File: config.mk
export PLATFORM = sky130hd
export DESIGN_NAME = sram_controller
export DESIGN_NICKNAME = d
export VERILOG_FILES = /design/src/rtl/sram_controller.sv
export SDC_FILE = /design/constraint.sdc
export NUM_CORES = 1
export LEC_CHECK = 0
export CORE_MARGIN = 2
export CORE_UTILIZATION = 45
export DETAILED_ROUTE_END_ITERATION = 7
export PLACE_DENSITY = 0.83
export SETUP_SLACK_MARGIN = 0.15
export SKIP_CTS_REPAIR_TIMING = 1
export SLEW_MARGIN = 10
export SYNTH_ARGS = -nofsm -noshare
export SYNTH_HDL_FRONTEND = slang
export SYNTH_SLANG_ARGS = --single-unit
File: constraint.sdc
create_clock -name clk -period 3.03 [get_ports clk]
set_input_delay 0.606 -clock clk [delete_from_list [all_inputs] [get_ports clk]]
set_output_delay 0.606 -clock clk [all_outputs]
set_load 0.01 [all_outputs]
File: src/rtl/sram_controller.sv
// sram_controller: splits 32-bit MEM-stage word accesses into two timed 16-bit async SRAM accesses
// Ports:
//   clk, rst               system clock, synchronous active-high reset
//   MEM_R_EN, MEM_W_EN     word read / write request (write wins if both)
//   address, write_data    byte address and store data from the MEM stage
//   read_data              loaded word, held until the next read completes
//   ready                  0 while an access is in flight (pipeline freeze)
//   sram_addr              half-word address on the external SRAM
//   sram_we_n              active-low write strobe
//   sram_dq_out/_oe/_in    split bidirectional data bus
module sram_controller #(
    parameter int BASE_ADDR   = 1024,
    parameter int WAIT_CYCLES = 2,
    parameter int SRAM_ADDR_W = 18
) (
    input  logic                   clk,
    input  logic                   rst,
    input  logic                   MEM_R_EN,
    input  logic                   MEM_W_EN,
    input  logic [31:0]            address,
    input  logic [31:0]            write_data,
    output logic [31:0]            read_data,
    output logic                   ready,
    output logic [SRAM_ADDR_W-1:0] sram_addr,
    output logic                   sram_we_n,
    output logic [15:0]            sram_dq_out,
    output logic                   sram_dq_oe,
    input  logic [15:0]            sram_dq_in
);
    typedef enum logic [1:0] {IDLE, LOW, HIGH, DONE} state_t;
    localparam int CW = $clog2(WAIT_CYCLES + 1);
    state_t                 r_state;
    logic [CW-1:0]          r_cnt;
    logic [SRAM_ADDR_W-2:0] r_word;
    logic [31:0]            r_wdata;
    logic                   r_wr;
    logic [31:0]            w_off;
    logic                   w_last;
    logic                   w_unused;
    assign w_off    = address - 32'(BASE_ADDR);
    // address bits outside the SRAM window are deliberately dropped (wrap)
    assign w_unused = ^{w_off[31:SRAM_ADDR_W+1], w_off[1:0]};
    assign w_last   = r_cnt == CW'(WAIT_CYCLES);
    assign ready    = r_state == DONE || !(MEM_R_EN || MEM_W_EN);
    always_ff @(posedge clk) begin
        if (rst) begin
            r_state     <= IDLE;
            r_cnt       <= '0;
            r_word      <= '0;
            r_wdata     <= '0;
            r_wr        <= 1'b0;
            read_data   <= '0;
            sram_addr   <= '0;
            sram_dq_out <= '0;
            sram_we_n   <= 1'b1;
            sram_dq_oe  <= 1'b0;
        end else begin
            case (r_state)
                IDLE: if (MEM_R_EN || MEM_W_EN) begin
                    r_state     <= LOW;
                    r_cnt       <= '0;
                    r_word      <= w_off[SRAM_ADDR_W:2];
                    r_wdata     <= write_data;
                    r_wr        <= MEM_W_EN;
                    sram_addr   <= {w_off[SRAM_ADDR_W:2], 1'b0};
                    sram_dq_out <= write_data[15:0];
                    sram_we_n   <= !MEM_W_EN;
                    sram_dq_oe  <= MEM_W_EN;
                end
                LOW, HIGH: if (w_last) begin
                    r_cnt <= '0;
                    if (!r_wr && r_state == LOW) read_data[15:0] <= sram_dq_in;
                    if (!r_wr && r_state == HIGH) read_data[31:16] <= sram_dq_in;
                    r_state     <= r_state == LOW ? HIGH : DONE;
                    sram_addr   <= r_state == LOW ? {r_word, 1'b1} : sram_addr;
                    sram_dq_out <= r_state == LOW ? r_wdata[31:16] : sram_dq_out;
                    sram_we_n   <= r_state == LOW ? !r_wr : 1'b1;
                    sram_dq_oe  <= r_state == LOW ? r_wr : 1'b0;
                end else begin
                    r_cnt     <= r_cnt + 1'b1;
                    // strobe released on the final cycle of the phase for hold margin
                    sram_we_n <= !(r_wr && r_cnt < CW'(WAIT_CYCLES - 1));
                end
                DONE: r_state <= IDLE;
            endcase
        end
    end
endmodule

# Yosys cells after proc, flatten, opt, wreduce, memory -nomap -nowiden
# Cells that the tools add are included.
# W data, S select, Z words.
# totals
ff_bits	122
latch_bits	0
ramBits	0
romBits	0
inputBits	84
out_inout_bits	69
wordCells	63
n_memories	0
# classes
addsub	2
multipliers	0
div_mod_pow	0
n_lt_le_gt_ge	1
eq_ne	7
shift	0
n_mux	23
bitwise_logic	0
reduce_logical	19
# op_table
op	n
$mux W18	3
$mux W16	3
$pmux W18 S2	1
$pmux W16 S2	1
$sub A19 B11 Y19 const B	1
$reduce_and A3 Y1	3
$mux W2	4
$mux W1	7
$eq A2 B2 Y1 const B	3
$ne A2 B2 Y1 const B	3
$pmux W2 S3	1
$reduce_and A2 Y1	3
$logic_not A1 Y1	4
$pmux W1 S2	2
$pmux W2 S2	1
$reduce_and A4 Y1	1
$logic_and A1 B1 Y1	3
$add A2 B1 Y2 const B	1
$eq A2 B1 Y1 const B	1
$logic_not A2 Y1	1
$logic_or A1 B1 Y1	2
$lt A2 B1 Y1 const B	1
$reduce_bool A2 Y1	1
$reduce_or A2 Y1	1

# Longest topological paths before layout
# Gate-level depths: netlist of the first run.
# depth
depth_word	5
mapped_depth	9
mapped_depth_nobuf	6

# Least setup slack after synthesis of the first run
# No wires, ideal clock.
# synth_path
kind	register to register
from	register r_state[0]
to	register read_data[0]
setup_time_ps	70
t_arrival_ps	1776
required_time_ps	2960
slack_ps	1183
path_stages_with_launch	10
path_buffers	3
synth_period_minus_slack_ps	1847
path_cell_list	dfxtp_1 > inv_1 > ha_1 > buf_2 > nor2b_1 > and3_1 > clkbuf_1 > buf_2 > nand2_1 > a21oi_1
# synth_between
elab_chain_cells	3
elab_cells_between_ends	5
cone_classes	eq/ne: 2; reduce/logical: 3
# synth_lines
item	line	source
from (decl)	32	state_t r_state;
from (signal assigned)	74	r_state <= r_state == LOW ? HIGH : DONE;
$eq A2 B1 Y1 / $eq A2 B2 Y1 (equally long branches)	58, 72	
$reduce_or A2 Y1 / $logic_and A1 B1 Y1 (equally long branches)	58, 72	
$reduce_and A3 Y1 (no line) *	n/a	
to (signal assigned)	72	if (!r_wr && r_state == LOW) read_data[15:0] <= sram_dq_in;
to (decl)	22	output logic [31:0] read_data,
# Mark *: on every way between the ends. The rest lies on a longest branch, timed or not.
# A chain may end at the register's enable or synchronous reset.

# Worst setup path after layout of the first run
# layout_path
from	input MEM_W_EN
to	output ready
# layout_between
elab_chain_cells	3
# layout_lines
item	line	source
from (decl)	19	input logic MEM_W_EN,
$logic_or A1 B1 Y1	44	assign ready = r_state == DONE || !(MEM_R_EN || MEM_W_EN);
$logic_not A1 Y1	44	
$logic_or A1 B1 Y1	44	
to (decl)	23	output logic ready,
# No other way between the ends.

==> impl_metrics.xml, run 1 <==
<?xml version="1.0" encoding="UTF-8"?>
<metrics>
  <group name="status">
    <metric name="outcome" unit="">completed</metric>
  </group>
  <group name="die">
    <metric name="initial_core_util" unit="">0.459</metric>
    <metric name="fp-row-count" unit="">36</metric>
    <metric name="die_width" unit="um">103</metric>
    <metric name="dieHeight" unit="um">103</metric>
    <metric name="floorplan.die_area" unit="um2">10700</metric>
    <metric name="core" unit="um2">9680</metric>
    <metric name="boundaryPins" unit="">153</metric>
  </group>
  <group name="synthesis">
    <metric name="synth-warning-count" unit="">0</metric>
    <metric name="syn-num-nets" unit="">580</metric>
    <metric name="asyncSetResetFlopFracSynth" unit="">0</metric>
    <metric name="synth.cell_area" unit="um2">4440</metric>
    <metric name="netlist_instances" unit="">491</metric>
    <metric name="syn_avg_cell_area" unit="um2">9.05</metric>
    <metric name="synth_enable_flop_cells" unit="">0</metric>
    <metric name="postSynth.topFlopCell" unit="">dfxtp_1</metric>
    <metric name="netlist-cell-type-count" unit="">41</metric>
    <metric name="synth.ff_latch_count" unit="">106</metric>
    <metric name="seq_area_frac_synth" unit="">0.478</metric>
  </group>
  <group name="sta">
    <metric name="grt_setup_unrepaired" unit="">false</metric>
    <metric name="top_achievable_clock_speed" unit="MHz">387</metric>
    <metric name="final_slew_violations" unit="">0</metric>
    <metric name="skew" unit="ns">0.0118</metric>
    <metric name="setup_slack" unit="ns">0.443</metric>
    <metric name="timing.final.hold_violations" unit="">0</metric>
    <metric name="fin_worst_hold_slack" unit="ns">0.456</metric>
    <metric name="post-route-min-period" unit="ns">2.59</metric>
    <metric name="final.period_utilization" unit="">0.854</metric>
    <metric name="max_slew.worst_pin.slew" unit="ns">0.688</metric>
    <metric name="slew-limit-headroom" unit="">0.540</metric>
    <metric name="timing.final.setup_violations" unit="">0</metric>
    <metric name="tns" unit="ns">0</metric>
  </group>
  <group name="grt">
    <metric name="grt_use_total" unit="">0.206</metric>
    <metric name="grt_pass1_vias" unit="">3820</metric>
    <metric name="overflow" unit="">0</metric>
    <metric name="grt_first_pass_wirelength" unit="mm">17.3</metric>
    <metric name="grt_max_degree" unit="">45</metric>
    <metric name="antenna_violations_before_repair" unit="">0</metric>
  </group>
  <group name="route">
    <metric name="vias" unit="">3875</metric>
    <metric name="wirelength" unit="mm">11.2</metric>
    <metric name="avgRoutedWirePerCell" unit="um">15.0</metric>
    <metric name="via_per_inst" unit="">5.16</metric>
    <metric name="post-route-drc-count" unit="">0</metric>
    <metric name="first_iter_violations" unit="">99</metric>
    <metric name="drt_first_pass_iters" unit="">4</metric>
    <metric name="antenna_left" unit="">0</metric>
  </group>
  <group name="final_layout">
    <metric name="layout_common_cells" unit="">clkdlybuf4s50_1, dfxtp_1, nand2_1, nor2_1, a21oi_1</metric>
    <metric name="multi_input_comb_area" unit="um2">2130</metric>
    <metric name="drive_above_1_share" unit="">0.0939</metric>
    <metric name="commonest_non_fill_non_tap_cell_in_the_layout" unit="">clkdlybuf4s50_1</metric>
    <metric name="syn_to_final_growth" unit="%">37.2</metric>
    <metric name="insertedDiodeCount" unit="">0</metric>
    <metric name="filler_cell_count" unit="">812</metric>
    <metric name="finalNetCount" unit="">702</metric>
    <metric name="instances_no_fill" unit="">751</metric>
    <metric name="seq_cell_area" unit="um2">2120</metric>
  </group>
  <group name="clocking">
    <metric name="cts_buffer_depth" unit="">2</metric>
    <metric name="clkSlewWorstSetupHoldPaths" unit="ns">0.10</metric>
    <metric name="tritoncts" unit="">done</metric>
    <metric name="insertion_delay" unit="ns">0.35</metric>
    <metric name="cell_at_the_root_of_the_clock_tree" unit="">clkbuf_8</metric>
    <metric name="cts_sinks" unit="">106</metric>
    <metric name="htree_levels" unit="">3</metric>
    <metric name="cts_inserted_buffers" unit="">9</metric>
  </group>
  <group name="run">
    <metric name="timing.max_cap.violations" unit="">0</metric>
  </group>
  <group name="pwr">
    <metric name="cellPowerDensity" unit="nW/um2">834</metric>
    <metric name="static_leak" unit="nW">2.33</metric>
    <metric name="worst_ir_drop_on_vdd" unit="mV">0.472</metric>
  </group>
  <group name="critical_path">
    <metric name="critical_path_sink_type" unit="">output pin</metric>
    <metric name="setup.worst_path.class" unit="">in2out</metric>
    <metric name="worst_setup_path_start_kind" unit="">input port</metric>
    <metric name="worst-r2r-cell-count" unit="">6</metric>
    <metric name="timing.critical_path.required" unit="ns">2.42</metric>
    <metric name="cp.arrival" unit="ns">1.98</metric>
    <metric name="worst-path-max-fanout" unit="">6</metric>
  </group>
  <group name="place">
    <metric name="place_inst" unit="">735</metric>
    <metric name="place_congestion" unit="">0.805</metric>
    <metric name="place.port_buffers" unit="">137</metric>
    <metric name="post-dp-hpwl" unit="mm">7.88</metric>
    <metric name="dp_worst_setup_slack" unit="ns">0.442</metric>
  </group>
  <group name="min_path">
    <metric name="hold_class" unit="">reg2reg</metric>
    <metric name="worst_hold_path.num_cells" unit="">2</metric>
  </group>
</metrics>
## layer usage
| layer | vias to the layer above | global-route usage | wire length (um) |
|---|---|---|---|
| met5 | - | 0 | 0 |
| met4 | 0 | 0.0719 | 177 |
| met3 | 13 | 0.0766 | 982 |
| met2 | 122 | 0.365 | 5520 |
| met1 | 1821 | 0.225 | 4550 |
| li1 | 1919 | - | - |
## through the flow
step / area [um2] / utilization / power [mW]
floorplan: 4440 / - / 3.51
global placement: 5890 / 0.608 / 4.13
detailed placement: 5890 / 0.608 / 4.24
CTS: 6090 / 0.629 / 5.13
global route: 6090 / 0.629 / 5.41
finish: 6090 / 0.629 / 5.08
## worst paths after layout
check / slack [ns] / endpoint / from
max: 0.44 / ready / MEM_W_EN
max reg2reg: 0.95 / read_data[10] / r_state[1]
min: 0.46 / read_data[5] / read_data[5]
min reg2reg: 0.46 / read_data[5] / read_data[5]
## layout make-up
cell class                      count  share of cell area
Sequential cell                   106               0.348
Clock buffer                       11              0.0232
Multi-Input combinational cell    343               0.349
Timing Repair Buffer              146               0.238
Clock inverter                      5              0.0105
Tap cell                          133              0.0273
Inverter                            7             0.00431
## logic make-up after synthesis
group,count (synthesis),synth area share
compound gates,107,0.177
simple gates,178,0.168
fa+ha+maj,5,0.0141
mux,47,0.106
xor+xnor,6,0.0118
buf+inv,42,0.0453
flops,106,0.478
## sequential cells by signal (all words and copies together), names as in the netlist
signal / cells
r_word: 17
r_wdata: 16
sram_dq_out: 16
sram_we_n: 1
r_cnt: 2
sram_dq_oe: 1
r_wr: 1
read_data: 32
r_state: 2
sram_addr: 18
## synthesized netlist by cell type (2+ instances only)
master / instances / area, um2
o211ai_1: 3 / 22.5
buf_6: 4 / 45.0
ha_1: 5 / 62.6
buf_2: 5 / 25.0
xor2_1: 3 / 26.3
a21oi_1: 50 / 250
nand2_1: 94 / 353
nor2_1: 59 / 221
nor3b_1: 2 / 15.0
mux2i_1: 47 / 470
nor2b_1: 2 / 12.5
dfxtp_1: 106 / 2120
inv_1: 7 / 26.3
nand4_1: 3 / 18.8
a211oi_1: 6 / 45.0
nand2b_1: 4 / 25.0
xnor2_1: 3 / 26.3
o221ai_1: 3 / 26.3
o21ai_0: 12 / 60.1
nand3_1: 6 / 30.0
buf_1: 3 / 11.3
buf_4: 2 / 15.0
a211oi_2: 24 / 300
clkbuf_1: 21 / 78.8
## power by group
part	switching (mW)	internal, mW	total [mW]	leakage, nW
Clock	0.475	0.410	0.885	0.0997
Sequential	0.165	1.71	1.87	0.869
Combinational	1.28	1.05	2.33	1.36
## worst max-delay path, stage by stage
cell	delay [ns]
clkdlybuf4s50_1	0.53
o21bai_1	0.24
clkdlybuf4s50_1	0.60
Power figures use the tool's default switching activity.
==> run 2: changes to the inputs <==
--- a/config.mk
+++ b/config.mk
@@ -9,4 +9,5 @@
 export CORE_UTILIZATION = 45
 export DETAILED_ROUTE_END_ITERATION = 7
+export HOLD_SLACK_MARGIN = 0.05
 export PLACE_DENSITY = 0.83
 export SETUP_SLACK_MARGIN = 0.15
==> constraint.sdc (replaced) <==
create_clock -name clk -period 3.03 [get_ports clk]
set_input_delay 0.303 -clock clk [delete_from_list [all_inputs] [get_ports clk]]
set_output_delay 0.303 -clock clk [all_outputs]
set_load 0.01 [all_outputs]
==> run 2 against run 1 <==
  * Total power down 3.4%
  * Sequential cell count unchanged
  * Sequential share of layout area up 0.38 points
  * Final area down 1.1%
  * Clock-buffer cell count down 1
  * Clock power down 13%
  * Register-to-register slack worse by 0.09 ns
  * Wire length down 4.0%
  * Largest cell class unchanged
  * First-iteration DRC count up 57%
  * Combinational power down 3%
  * Maximum frequency up 19%
==> impl_metrics.xml, run 2 (synthesis gave the netlist of run 1 again) <==
<?xml version="1.0" encoding="UTF-8"?>
<metrics>
  <group name="status">
    <metric name="outcome" unit="">completed</metric>
  </group>
  <group name="sta">
    <metric name="skew" unit="ns">0.0193</metric>
    <metric name="tns" unit="ns">0</metric>
    <metric name="slew-limit-headroom" unit="">0.545</metric>
    <metric name="final.period_utilization" unit="">0.718</metric>
    <metric name="top_achievable_clock_speed" unit="MHz">460</metric>
    <metric name="timing.final.setup_violations" unit="">0</metric>
    <metric name="grt_setup_unrepaired" unit="">false</metric>
    <metric name="timing.final.hold_violations" unit="">0</metric>
    <metric name="post-route-min-period" unit="ns">2.17</metric>
    <metric name="max_slew.worst_pin.slew" unit="ns">0.680</metric>
    <metric name="final_slew_violations" unit="">0</metric>
  </group>
  <group name="final_layout">
    <metric name="syn_to_final_growth" unit="%">35.7</metric>
    <metric name="layout.cell_area.non_filler" unit="um2">6030</metric>
    <metric name="layout_common_cells" unit="">clkdlybuf4s50_1, dfxtp_1, nand2_1, nor2_1, a21oi_1</metric>
    <metric name="top_register" unit="">read_data</metric>
    <metric name="top_regs" unit="">read_data (32), sram_addr (18), r_word (17)</metric>
    <metric name="seq_cell_area" unit="um2">2120</metric>
    <metric name="finalNetCount" unit="">700</metric>
    <metric name="filler_cell_count" unit="">818</metric>
    <metric name="commonest_non_fill_non_tap_cell_in_the_layout" unit="">clkdlybuf4s50_1</metric>
    <metric name="drive_above_1_share" unit="">0.0894</metric>
    <metric name="insertedDiodeCount" unit="">0</metric>
    <metric name="multi_input_comb_area" unit="um2">2130</metric>
    <metric name="max_ffs_per_register" unit="">32</metric>
  </group>
  <group name="route">
    <metric name="drt_first_pass_iters" unit="">4</metric>
    <metric name="antenna_left" unit="">0</metric>
    <metric name="first_iter_violations" unit="">155</metric>
    <metric name="wirelength" unit="mm">10.8</metric>
    <metric name="via_per_inst" unit="">5.08</metric>
    <metric name="vias" unit="">3797</metric>
    <metric name="post-route-drc-count" unit="">0</metric>
    <metric name="avgRoutedWirePerCell" unit="um">14.4</metric>
  </group>
  <group name="pwr">
    <metric name="cellPowerDensity" unit="nW/um2">814</metric>
    <metric name="static_leak" unit="nW">2.30</metric>
    <metric name="worst_ir_drop_on_vdd" unit="mV">0.597</metric>
  </group>
  <group name="min_path">
    <metric name="worst_hold_path.num_cells" unit="">2</metric>
    <metric name="hold_class" unit="">in2reg</metric>
    <metric name="worst_hold_endpoint" unit="">r_word[5]</metric>
    <metric name="hold_start" unit="">rst</metric>
  </group>
  <group name="clocking">
    <metric name="cts_inserted_buffers" unit="">9</metric>
    <metric name="cell_at_the_root_of_the_clock_tree" unit="">clkbuf_8</metric>
    <metric name="cts_sinks" unit="">106</metric>
    <metric name="htree_levels" unit="">3</metric>
    <metric name="tritoncts" unit="">done</metric>
    <metric name="insertion_delay" unit="ns">0.36</metric>
    <metric name="cts_buffer_depth" unit="">2</metric>
    <metric name="clkSlewWorstSetupHoldPaths" unit="ns">0.10</metric>
  </group>
  <group name="die">
    <metric name="boundaryPins" unit="">153</metric>
    <metric name="floorplan.die_area" unit="um2">10700</metric>
    <metric name="die_width" unit="um">103</metric>
    <metric name="dieHeight" unit="um">103</metric>
    <metric name="core" unit="um2">9680</metric>
    <metric name="initial_core_util" unit="">0.459</metric>
    <metric name="fp-row-count" unit="">36</metric>
  </group>
  <group name="critical_path">
    <metric name="critical_path_sink_type" unit="">flip-flop</metric>
    <metric name="reg2reg_setup_slack" unit="ns">0.86</metric>
    <metric name="worstReg2RegEnd" unit="">sram_addr[15]</metric>
    <metric name="cp.arrival" unit="ns">2.44</metric>
    <metric name="worst-r2r-cell-count" unit="">7</metric>
    <metric name="reg2reg_from" unit="">r_state[0]</metric>
    <metric name="worst_setup_path_startpoint" unit="">r_state[0]</metric>
    <metric name="timing.critical_path.required" unit="ns">3.29</metric>
    <metric name="worst-path-max-fanout" unit="">44</metric>
    <metric name="worst_setup_path_start_kind" unit="">flip-flop</metric>
    <metric name="setup.worst_path.class" unit="">reg2reg</metric>
  </group>
  <group name="grt">
    <metric name="antenna_violations_before_repair" unit="">0</metric>
    <metric name="overflow" unit="">0</metric>
    <metric name="grt_first_pass_wirelength" unit="mm">16.8</metric>
    <metric name="grt_use_total" unit="">0.200</metric>
    <metric name="grt_pass1_vias" unit="">3577</metric>
    <metric name="grt_max_degree" unit="">54</metric>
  </group>
  <group name="place">
    <metric name="post-dp-hpwl" unit="mm">7.48</metric>
    <metric name="postPlaceCellArea" unit="um2">5860</metric>
    <metric name="place_congestion" unit="">0.749</metric>
    <metric name="place.port_buffers" unit="">137</metric>
  </group>
  <group name="run">
    <metric name="timing.max_cap.violations" unit="">0</metric>
  </group>
</metrics>
==> run 2: per-stage QoR <==
stage / setup WS [ns] / instances / util / total power, mW / hold WS [ns]
floorplan: 1.18 / 491 / - / 3.51 / 0.399
global placement: 0.795 / 733 / 0.605 / 4.10 / 0.441
detailed placement: 0.674 / 733 / 0.605 / 4.18 / 0.446
CTS: 0.834 / 748 / 0.622 / 4.96 / 0.432
global route: 0.675 / 748 / 0.622 / 5.25 / 0.445
finish: 0.856 / 748 / 0.622 / 4.91 / 0.454
==> run 2: worst max-delay path, cell delays in order (launching register included) <==
cell      delay, ns
dfxtp_1        0.39
inv_1          0.09
ha_2           0.32
buf_4          0.23
a211oi_4       0.23
buf_4          0.47
nor2_1         0.10
a31o_2         0.22
==> run 2: worst max path at each step <==
| stage | end | slack, ns | depth (start not counted) |
|---|---|---|---|
| finish | sram_addr[15] | 0.86 | 7 |
| CTS | sram_addr[15] | 0.83 | 7 |
| global placement | sram_addr[17] | 0.79 | 7 |
| floorplan | read_data[0] | 1.18 | 9 |
| global route | sram_dq_out[14] | 0.67 | 7 |
| detailed placement | sram_addr[17] | 0.67 | 7 |
==> run 2: per-layer routing <==
metal  vias up  GRT usage  routed length, um
li1       1908          -                  -
met1      1768      0.229               4500
met2       111      0.333               5110
met3        10     0.0948               1020
met4         0     0.0597                144
met5         -          0                  0
==> run 2: report_power, final <==
part / switching [mW] / leakage, nW / internal (mW)
clock network: 0.470 / 0.0831 / 0.301
registers: 0.160 / 0.869 / 1.71
logic: 1.26 / 1.35 / 1.02
==> run 2: cell type report <==
cell class | count | area share
well taps | 133 | 0.0276
repair buffers | 144 | 0.236
flip-flops and latches | 106 | 0.352
inverters | 7 | 0.00436
multi-input cells | 343 | 0.353
clock buffers | 10 | 0.0212
clock inverters | 5 | 0.00643
==> run 3: changes to the inputs <==
clock period = 2.1 ns   (was 3.03 ns; I/O delays follow)
==> run 3 against run 2 <==
  * Largest power group unchanged
  * Register-to-register slack got worse by 0.65 ns
  * Wire length grew 7.5%
  * Critical path depth shrank 1
  * First-iteration DRC count down 42%
  * Sequential power grew 44%
  * Critical path type unchanged
  * Via count rose by 3.8%
  * Total power is 58% higher
  * Highest routed layer unchanged
==> impl_metrics.xml, run 3 (synthesis gave the netlist of run 1 again) <==
<?xml version="1.0" encoding="UTF-8"?>
<metrics>
  <group name="final_layout">
    <metric name="syn_to_final_growth" unit="%">40.7</metric>
    <metric name="commonest_non_fill_non_tap_cell_in_the_layout" unit="">clkdlybuf4s50_1</metric>
    <metric name="finalNetCount" unit="">713</metric>
    <metric name="top_register" unit="">read_data</metric>
    <metric name="layout.cell_area.non_filler" unit="um2">6250</metric>
    <metric name="multi_input_comb_area" unit="um2">2140</metric>
    <metric name="instances_no_fill" unit="">761</metric>
    <metric name="filler_cell_count" unit="">790</metric>
    <metric name="seq_cell_area" unit="um2">2120</metric>
    <metric name="layout_common_cells" unit="">clkdlybuf4s50_1, dfxtp_1, nand2_1, nor2_1, a21oi_1</metric>
    <metric name="max_ffs_per_register" unit="">32</metric>
    <metric name="top_regs" unit="">read_data (32), sram_addr (18), r_word (17)</metric>
    <metric name="insertedDiodeCount" unit="">0</metric>
    <metric name="drive_above_1_share" unit="">0.115</metric>
  </group>
  <group name="sta">
    <metric name="final.period_utilization" unit="">0.901</metric>
    <metric name="fin_worst_hold_slack" unit="ns">0.311</metric>
    <metric name="skew" unit="ns">0.0114</metric>
    <metric name="max_slew.worst_pin.slew" unit="ns">0.526</metric>
    <metric name="top_achievable_clock_speed" unit="MHz">528</metric>
    <metric name="tns" unit="ns">0</metric>
    <metric name="timing.final.setup_violations" unit="">0</metric>
    <metric name="post-route-min-period" unit="ns">1.89</metric>
    <metric name="slew-limit-headroom" unit="">0.649</metric>
    <metric name="final_slew_violations" unit="">0</metric>
    <metric name="grt_setup_unrepaired" unit="">false</metric>
    <metric name="timing.final.hold_violations" unit="">0</metric>
  </group>
  <group name="critical_path">
    <metric name="timing.critical_path.required" unit="ns">2.37</metric>
    <metric name="setup.worst_path.class" unit="">reg2reg</metric>
    <metric name="critical_path_sink_type" unit="">flip-flop</metric>
    <metric name="cp.arrival" unit="ns">2.17</metric>
    <metric name="worstReg2RegEnd" unit="">sram_addr[17]</metric>
    <metric name="worst_setup_path_startpoint" unit="">r_state[1]</metric>
    <metric name="reg2reg_from" unit="">r_state[1]</metric>
    <metric name="cpMaxStageDelayCell" unit="">dfxtp_1</metric>
    <metric name="cp.buffers_inverters" unit="">1</metric>
    <metric name="worst_setup_path_start_kind" unit="">flip-flop</metric>
    <metric name="cp_cell_sequence" unit="">inv_1 -&gt; ha_2 -&gt; nor2_1 -&gt; or2_2 -&gt; or3_4 -&gt; o221ai_1</metric>
    <metric name="worst-path-max-fanout" unit="">5</metric>
    <metric name="worst_setup_path_endpoint" unit="">sram_addr[17]</metric>
    <metric name="worst-r2r-cell-count" unit="">6</metric>
    <metric name="delay_contributed_by_the_slowest_stage_of_the_critical_path" unit="ns">0.39</metric>
    <metric name="reg2reg_setup_slack" unit="ns">0.21</metric>
    <metric name="path_delay_family" unit="">simple AND/OR/NAND/NOR gates</metric>
    <metric name="timing.critical_path.depth" unit="">6</metric>
  </group>
  <group name="route">
    <metric name="via_per_inst" unit="">5.18</metric>
    <metric name="post-route-drc-count" unit="">0</metric>
    <metric name="vias" unit="">3940</metric>
    <metric name="antenna_left" unit="">0</metric>
    <metric name="drt_first_pass_iters" unit="">4</metric>
    <metric name="avgRoutedWirePerCell" unit="um">15.2</metric>
    <metric name="wirelength" unit="mm">11.6</metric>
    <metric name="first_iter_violations" unit="">90</metric>
  </group>
  <group name="place">
    <metric name="place.port_buffers" unit="">137</metric>
    <metric name="postPlaceCellArea" unit="um2">5970</metric>
    <metric name="post-dp-hpwl" unit="mm">7.82</metric>
    <metric name="place_congestion" unit="">0.890</metric>
    <metric name="place_inst" unit="">742</metric>
  </group>
  <group name="clocking">
    <metric name="cts_inserted_buffers" unit="">9</metric>
    <metric name="cts_buffer_depth" unit="">2</metric>
    <metric name="htree_levels" unit="">3</metric>
    <metric name="tritoncts" unit="">done</metric>
    <metric name="clkSlewWorstSetupHoldPaths" unit="ns">0.10</metric>
    <metric name="insertion_delay" unit="ns">0.35</metric>
    <metric name="cts_sinks" unit="">106</metric>
    <metric name="cell_at_the_root_of_the_clock_tree" unit="">clkbuf_8</metric>
  </group>
  <group name="run">
    <metric name="timing.max_cap.violations" unit="">0</metric>
  </group>
  <group name="grt">
    <metric name="grt_max_degree" unit="">64</metric>
    <metric name="grt_use_total" unit="">0.207</metric>
    <metric name="overflow" unit="">0</metric>
    <metric name="grt_first_pass_wirelength" unit="mm">17.5</metric>
    <metric name="antenna_violations_before_repair" unit="">0</metric>
    <metric name="grt_pass1_vias" unit="">3874</metric>
  </group>
  <group name="die">
    <metric name="floorplan.die_area" unit="um2">10700</metric>
    <metric name="die_width" unit="um">103</metric>
    <metric name="dieHeight" unit="um">103</metric>
    <metric name="initial_core_util" unit="">0.459</metric>
    <metric name="core" unit="um2">9680</metric>
    <metric name="boundaryPins" unit="">153</metric>
    <metric name="fp-row-count" unit="">36</metric>
  </group>
  <group name="min_path">
    <metric name="hold_class" unit="">in2reg</metric>
  </group>
  <group name="pwr">
    <metric name="power.share.clock" unit="">0.169</metric>
    <metric name="cellPowerDensity" unit="nW/um2">1240</metric>
    <metric name="worst_ir_drop_on_vdd" unit="mV">0.847</metric>
    <metric name="netSwitchingFraction" unit="">0.371</metric>
    <metric name="p_int" unit="mW">4.87</metric>
    <metric name="p_sw" unit="mW">2.87</metric>
    <metric name="static_leak" unit="nW">2.41</metric>
    <metric name="combinational_fraction_of_design_power" unit="">0.482</metric>
    <metric name="seq_power_share" unit="">0.349</metric>
  </group>
  <group name="status">
    <metric name="outcome" unit="">completed</metric>
  </group>
</metrics>
run 3: power groups by stage:
stage / sequential, mW / clock (mW) / combinational [mW]
final: 2.70 / 1.31 / 3.73
after detailed placement: 2.74 / 0 / 3.44
after CTS: 2.69 / 1.34 / 3.45
after global placement: 2.71 / 0 / 3.34
after global routing: 2.75 / 1.42 / 4.03
after floorplan: 2.81 / 0 / 2.25
run 3: worst min-delay path by stage:
stage | startpoint | slack (ns) | endpoint | cells past startpoint
2_1_floorplan | address[10] | 0.31 | r_word[8] | 1
3_3_place_gp | r_word[1] | 0.44 | r_word[1] | 2
3_5_place_dp | r_word[1] | 0.45 | r_word[1] | 2
4_1_cts | rst | 0.29 | sram_addr[11] | 2
5_1_grt | rst | 0.33 | sram_addr[11] | 2
6_report | rst | 0.31 | sram_addr[11] | 2
run 3: per-layer routing:
metal / vias to the layer above / GRT usage / routed length, um
li1: 1933 / - / -
met1: 1878 / 0.231 / 4730
met2: 120 / 0.369 / 5730
met3: 9 / 0.0733 / 991
met4: 0 / 0.0648 / 132
met5: - / 0 / 0
run 3: worst register-to-register path, cell delays in order, from the launching register on:
cell	delay, ns
dfxtp_1	0.39
inv_1	0.08
ha_2	0.35
nor2_1	0.10
or2_2	0.34
or3_4	0.36
o221ai_1	0.20
run 3: layout make-up:
| type | count | area share |
|---|---|---|
| sequential | 106 | 0.340 |
| multi-input combinational | 343 | 0.342 |
| clock inverter | 3 | 0.00741 |
| inverter | 7 | 0.00420 |
| clock buffer | 12 | 0.0264 |
| timing repair buffer | 157 | 0.254 |
| tap | 133 | 0.0266 |
run 3: metrics by stage:
step	util	worst slack, ns	power, mW
6_report	0.645	0.207	7.73
3_5_place_dp	0.616	0.125	6.18
5_1_grt	0.645	0.131	8.21
2_1_floorplan	-	0.253	5.07
4_1_cts	0.638	0.111	7.48
3_3_place_gp	0.616	0.185	6.05
